**src/rtl/rca_bist_ctrl.sv**
```systemverilog
// BIST and repair controller for a 4-bit reconfigurable ripple-carry adder with one spare stage.
// Optional macro RCA_BIST_EARLY_EXIT_EN: end the sweep as soon as a second faulty adder is implicated.
module rca_bist_ctrl #(
    parameter int unsigned SETTLE_CYC = 1
) (
    input  logic       clk,
    input  logic       rst,
    input  logic       start,
    input  logic [3:0] adder_sums,
    input  logic [3:0] adder_carrys,
    output logic       test,
    output logic [3:0] at,
    output logic [3:0] bt,
    output logic       cint,
    output logic [2:0] is,
    output logic [4:0] cs,
    output logic [3:0] ss,
    output logic       busy,
    output logic       done,
    output logic       fault_found,
    output logic [1:0] fault_idx,
    output logic       multi_fault
);

    typedef enum logic [2:0] {
        IDLE,
        APPLY,
        WAIT,
        CHECK,
        DONE
    } state_t;

`ifdef RCA_BIST_EARLY_EXIT_EN
    localparam bit EARLY_EXIT = 1'b1;
`else
    localparam bit EARLY_EXIT = 1'b0;
`endif

    localparam logic [3:0] WAIT_LAST   = 4'((SETTLE_CYC == 0) ? 0 : SETTLE_CYC - 1);
    localparam logic [2:0] IS_HEALTHY  = 3'b111;
    localparam logic [4:0] CS_HEALTHY  = 5'b10000;
    localparam logic [3:0] SS_HEALTHY  = 4'b0000;

    state_t      state_q;
    logic [8:0]  vcnt_q;
    logic [3:0]  wcnt_q;
    logic        test_q;
    logic [3:0]  at_q;
    logic [3:0]  bt_q;
    logic        cint_q;
    logic [2:0]  is_q;
    logic [4:0]  cs_q;
    logic [3:0]  ss_q;
    logic        busy_q;
    logic        done_q;
    logic        found_q;
    logic [1:0]  idx_q;
    logic        multi_q;

    logic [4:0]  carryChain;
    logic [3:0]  expSum;
    logic [3:0]  expCar;
    logic [3:0]  mismatch;
    logic        blameHit;
    logic [1:0]  blameIdx;
    logic        firstBlame;
    logic        newMulti;
    logic [11:0] repairSel;

    // Golden ripple-carry result for the vector currently held on at/bt/cint.
    always_comb begin
        carryChain    = '0;
        expSum        = '0;
        carryChain[0] = cint_q;
        for (int i = 0; i < 4; i++) begin
            expSum[i]       = at_q[i] ^ bt_q[i] ^ carryChain[i];
            carryChain[i+1] = (at_q[i] & bt_q[i]) | (carryChain[i] & (at_q[i] ^ bt_q[i]));
        end
        expCar = carryChain[4:1];
    end

    // Blame the lowest mismatching stage: every stage below it produced a correct carry.
    always_comb begin
        mismatch = (adder_sums ^ expSum) | (adder_carrys ^ expCar);
        blameHit = |mismatch;
        blameIdx = 2'd0;
        for (int i = 3; i >= 0; i--) begin
            if (mismatch[i]) begin
                blameIdx = 2'(i);
            end
        end
        firstBlame = (state_q == CHECK) && blameHit && !found_q && !multi_q;
        newMulti   = (state_q == CHECK) && blameHit && found_q && !multi_q && (blameIdx != idx_q);
    end

    always_comb begin
        repairSel = {IS_HEALTHY, CS_HEALTHY, SS_HEALTHY};
        if (found_q && !multi_q) begin
            case (idx_q)
                2'd0:    repairSel = {3'b000, 5'b00001, 4'b1111};
                2'd1:    repairSel = {3'b001, 5'b00010, 4'b1110};
                2'd2:    repairSel = {3'b011, 5'b00100, 4'b1100};
                default: repairSel = {3'b111, 5'b01000, 4'b1000};
            endcase
        end
    end

    // The first DONE cycle publishes the result; start is only honoured once busy has dropped.
    always_ff @(posedge clk) begin
        if (rst) begin
            state_q <= IDLE;
            vcnt_q  <= '0;
            wcnt_q  <= '0;
            test_q  <= 1'b0;
            at_q    <= '0;
            bt_q    <= '0;
            cint_q  <= 1'b0;
            is_q    <= IS_HEALTHY;
            cs_q    <= CS_HEALTHY;
            ss_q    <= SS_HEALTHY;
            busy_q  <= 1'b0;
            done_q  <= 1'b0;
            found_q <= 1'b0;
            idx_q   <= '0;
            multi_q <= 1'b0;
        end else begin
            case (state_q)
                IDLE, DONE: begin
                    if (state_q == DONE && busy_q) begin
                        test_q <= 1'b0;
                        busy_q <= 1'b0;
                        done_q <= 1'b1;
                        {is_q, cs_q, ss_q} <= repairSel;
                    end else if (start) begin
                        state_q <= APPLY;
                        vcnt_q  <= '0;
                        found_q <= 1'b0;
                        idx_q   <= '0;
                        multi_q <= 1'b0;
                        is_q    <= IS_HEALTHY;
                        cs_q    <= CS_HEALTHY;
                        ss_q    <= SS_HEALTHY;
                        test_q  <= 1'b1;
                        busy_q  <= 1'b1;
                        done_q  <= 1'b0;
                    end
                end
                APPLY: begin
                    {at_q, bt_q, cint_q} <= vcnt_q;
                    wcnt_q  <= '0;
                    state_q <= (SETTLE_CYC > 0) ? WAIT : CHECK;
                end
                WAIT: begin
                    if (wcnt_q == WAIT_LAST) begin
                        state_q <= CHECK;
                    end else begin
                        wcnt_q <= wcnt_q + 4'd1;
                    end
                end
                CHECK: begin
                    if (firstBlame) begin
                        found_q <= 1'b1;
                        idx_q   <= blameIdx;
                    end else if (newMulti) begin
                        multi_q <= 1'b1;
                        found_q <= 1'b0;
                    end
                    if (vcnt_q == 9'd511 || (EARLY_EXIT && newMulti)) begin
                        state_q <= DONE;
                    end else begin
                        vcnt_q  <= vcnt_q + 9'd1;
                        state_q <= APPLY;
                    end
                end
                default: state_q <= IDLE;
            endcase
        end
    end

    assign test        = test_q;
    assign at          = at_q;
    assign bt          = bt_q;
    assign cint        = cint_q;
    assign is          = is_q;
    assign cs          = cs_q;
    assign ss          = ss_q;
    assign busy        = busy_q;
    assign done        = done_q;
    assign fault_found = found_q;
    assign fault_idx   = idx_q;
    assign multi_fault = multi_q;

endmodule

```
**config.mk**
```make
export PLATFORM = sky130hd
export DESIGN_NAME = rca_bist_ctrl
export DESIGN_NICKNAME = d
export VERILOG_FILES = /design/src/rtl/rca_bist_ctrl.sv
export SDC_FILE = /design/constraint.sdc
export NUM_CORES = 1
export LEC_CHECK = 0
export ABC_CLOCK_PERIOD_IN_PS = 3100
export CORE_ASPECT_RATIO = 0.75
export CORE_MARGIN = 8
export CORE_UTILIZATION = 26
export DETAILED_ROUTE_END_ITERATION = 8
export SKIP_LAST_GASP = 1
export SLEW_MARGIN = 20
export SYNTH_ARGS = -nofsm -noshare
export SYNTH_HDL_FRONTEND = slang
export SYNTH_SLANG_ARGS = --single-unit
```
**constraint.sdc**
```tcl
create_clock -name clk -period 3.1 [get_ports clk]
set_clock_uncertainty 0.15 [all_clocks]
set_input_delay 0.93 -clock clk [delete_from_list [all_inputs] [get_ports clk]]
set_output_delay 0.93 -clock clk [all_outputs]
set_load 0.05 [all_outputs]
```
==> flow_summary.json <==
{
  "outcome": "complete, no violations",
  "cp_num_buf_inv": 2,
  "critPathKind": "flip-flop to flip-flop",
  "ys.flop_type": "dfxtp_1",
  "synthesis.nets": 256,
  "ir_worst_vdd_v": 0.000130,
  "htreeDepth": 2,
  "clk_latency_ns": 0.30,
  "gr-total-overflow": 0,
  "drv_cap": 0,
  "end_kind": "flip-flop",
  "hp-class": "flip-flop to flip-flop",
  "rsz0062_at_grt": "true",
  "relSlewSlack_pct": 62.6,
  "postSynthAreaPerCell_um2": 9.00,
  "ys_seq_elements": 42,
  "cts.sinks": 42,
  "drc": 0,
  "start_util_pct": 26.9,
  "start_kind": "flip-flop",
  "synth_seq_area_share_pct": 39.4,
  "via_per_inst": 4.42,
  "grt_max_degree": 19,
  "crit_fanout": 3,
  "finalWirelength_um": 5150,
  "core_um2": 7920,
  "cts_tree": "yes",
  "grt_pass1_wl_um": 8390,
  "max_clock_freq_ghz": 0.328,
  "post_drt_wl_per_cell_um": 13.4,
  "numCtsBuffers": 5,
  "place_congestion": 0.753,
  "layout_min_cycle_time_ns": 3.05,
  "synth_cell_type_count": 49,
  "crit_required_ns": 3.18,
  "rrSetupSlack_ns": 0.05,
  "synth_edf_count": 0,
  "first_iter_violations": 58,
  "area_delta_synth_final_pct": 28.8,
  "finalInstanceArea_um2": 2750,
  "grt_pass1_vias": 1630,
  "rows": 28,
  "path_depth": 11,
  "slowest_stage": "fa_1",
  "fin_crit_sh_pct": 98.4,
  "die-area_um2": 11400,
  "clkSlewWorstSetupHoldPaths_ns": 0.08,
  "syn-cell-area_um2": 2130,
  "num-fill-cells": 848,
  "tns_ns": 0,
  "powerDensity_nw_per_um2": 403,
  "mostFrequentLayoutCells": "46 x nor2_1, 38 x clkdlybuf4s50_1, 37 x dfxtp_1, 18 x a21oi_1, 14 x nand2_1",
  "layout-drive-gt1-share_pct": 14.4,
  "whs_path_depth": 2,
  "critPathMaxStageDelay_ns": 0.49,
  "final_util_pct": 34.7,
  "hold-worst-slack_ns": 0.308,
  "antenna_found_initial": 0,
  "cts_hold_buf": 0,
  "boundaryPins": 39,
  "drtPass1Iterations": 4,
  "diodes": 0,
  "layout_commonest_cell": "nor2_1",
  "finalHoldViolations": 0,
  "synth_cells": 237,
  "drtAntennaViolNets": 0,
  "hpwl_um": 3940,
  "slew_viol_final": 0,
  "worst_pin_slew_ns": 0.558,
  "critPathMostFrequentCell": "fa_2",
  "arrival_ns": 3.13,
  "regArea_um2": 855,
  "die_w_um": 121,
  "port-buffer-count": 38,
  "num_vias": 1691,
  "grt.total_usage_pct": 9.17,
  "clockBufferDepth": 2,
  "async_flop_share_pct": 0,
  "ys.warnings.count": 0,
  "path_cells": "fa_2 -> inv_2 -> fa_2 -> fa_2 -> fa_1 -> xor2_1 -> nand4_1 -> nor3_4 -> buf_6 -> o41ai_4 -> mux2i_1",
  "path_delay_family": "adder cells",
  "die_height_um": 94.4,
  "finalSetupViolations": 0,
  "r2r_cells": 11,
  "p_total_w": 0.00111,
  "multi_input_area_um2": 1180,
  "clockRootBuffer": "clkbuf_8",
  "place_area_um2": 2610,
  "nets": 296,
  "p_leak_nw": 0.976
}
## per-stage QoR
stage / cells / setup WS, ns
after floorplan: 237 / -0.0226
after global placement: 371 / 0.0303
after detailed placement: 371 / -0.0411
after CTS: 379 / -0.00354
after global routing: 383 / -0.0896
final: 383 / 0.0484
## final cells by class
type	instances	area share (%)
multi-input combinational	169	43.2
inverter	15	2.14
sequential	42	31.1
timing repair buffer	44	15.6
clock buffer	6	2.64
clock inverter	2	0.501
tap	105	4.79
## synth_stat cells, drive strengths merged (2+ instances only)
cell type | n | area, µm²
fa | 4 | 80.1
xnor2 | 10 | 87.6
mux2i | 7 | 70.1
a22oi | 2 | 15.0
nand3 | 3 | 15.0
a2111oi | 2 | 42.5
and3 | 2 | 17.5
clkbuf | 3 | 11.3
nor2b | 2 | 12.5
or2 | 2 | 15.0
nand2 | 14 | 52.6
xor2 | 9 | 78.8
buf | 8 | 55.1
nand4 | 4 | 25.0
nor3 | 14 | 91.3
inv | 15 | 58.8
a21oi | 18 | 90.1
dfxtp | 42 | 841
o21ai | 8 | 40.0
ha | 4 | 50.1
nor2 | 48 | 190
## metal layers
| metal | vias up | GRT usage [%] | share of wire [%] |
|---|---|---|---|
| met2 | 23 | 14.1 | 45 |
| li1 | 874 | - | - |
| met4 | 0 | 4.04 | 1.6 |
| met5 | - | 0 | 0 |
| met3 | 6 | 2.44 | 3.4 |
| met1 | 788 | 11.9 | 50 |
## worst register-to-register path, delay by kind of cell, from the launching register on
family | cells | cell delay [ns]
DFF | 1 | 0.37
muxes | 1 | 0.22
xor gates and xnor gates | 1 | 0.16
adders and majority gates | 4 | 1.43
buffers and inverters | 2 | 0.16
and+or+nand+nor | 2 | 0.23
AOI/OAI and AO/OA | 1 | 0.27
## sequential cells by signal, summed over array words and instances, names as in the netlist, 2 cells and up
register   flops
vcnt_q         9
ss             3
fault_idx      2
bt             4
state_q        3
wcnt_q         4
at             4
cs             5
is             3
## what timing repair did
item,CTS,global route
pin swaps,1,0
gates resized for setup,0,3
endpoints found under the hold margin,0,0
endpoints found under the setup margin,1,4
buffers inserted,0,4
## logic make-up after synthesis
| family | share of synthesized area [%] |
|---|---|
| and+or+nand+nor | 23.2 |
| DFF | 39.4 |
| AOI/OAI and AO/OA | 14.3 |
| buffers and inverters | 5.87 |
| xor gates and xnor gates | 7.81 |
| adders and majority gates | 6.10 |
| muxes | 3.29 |
## where the power goes
group	leakage [nW]	switching, W	internal (W)
logic	0.588	0.000109	0.0000705
registers	0.343	0.0000268	0.000548
clock network	0.0452	0.000193	0.000159
total	0.976	0.000330	0.000778
## path summary, 6_finish.rpt
| path | start | end |
|---|---|---|
| worst max-delay path | at[0] | fault_idx[1] |
| worst min register to register | ss[3] | ss[3] |
| worst min-delay path | ss[3] | ss[3] |
| worst max register to register | at[0] | fault_idx[1] |
(Power assumes the default switching activity.)
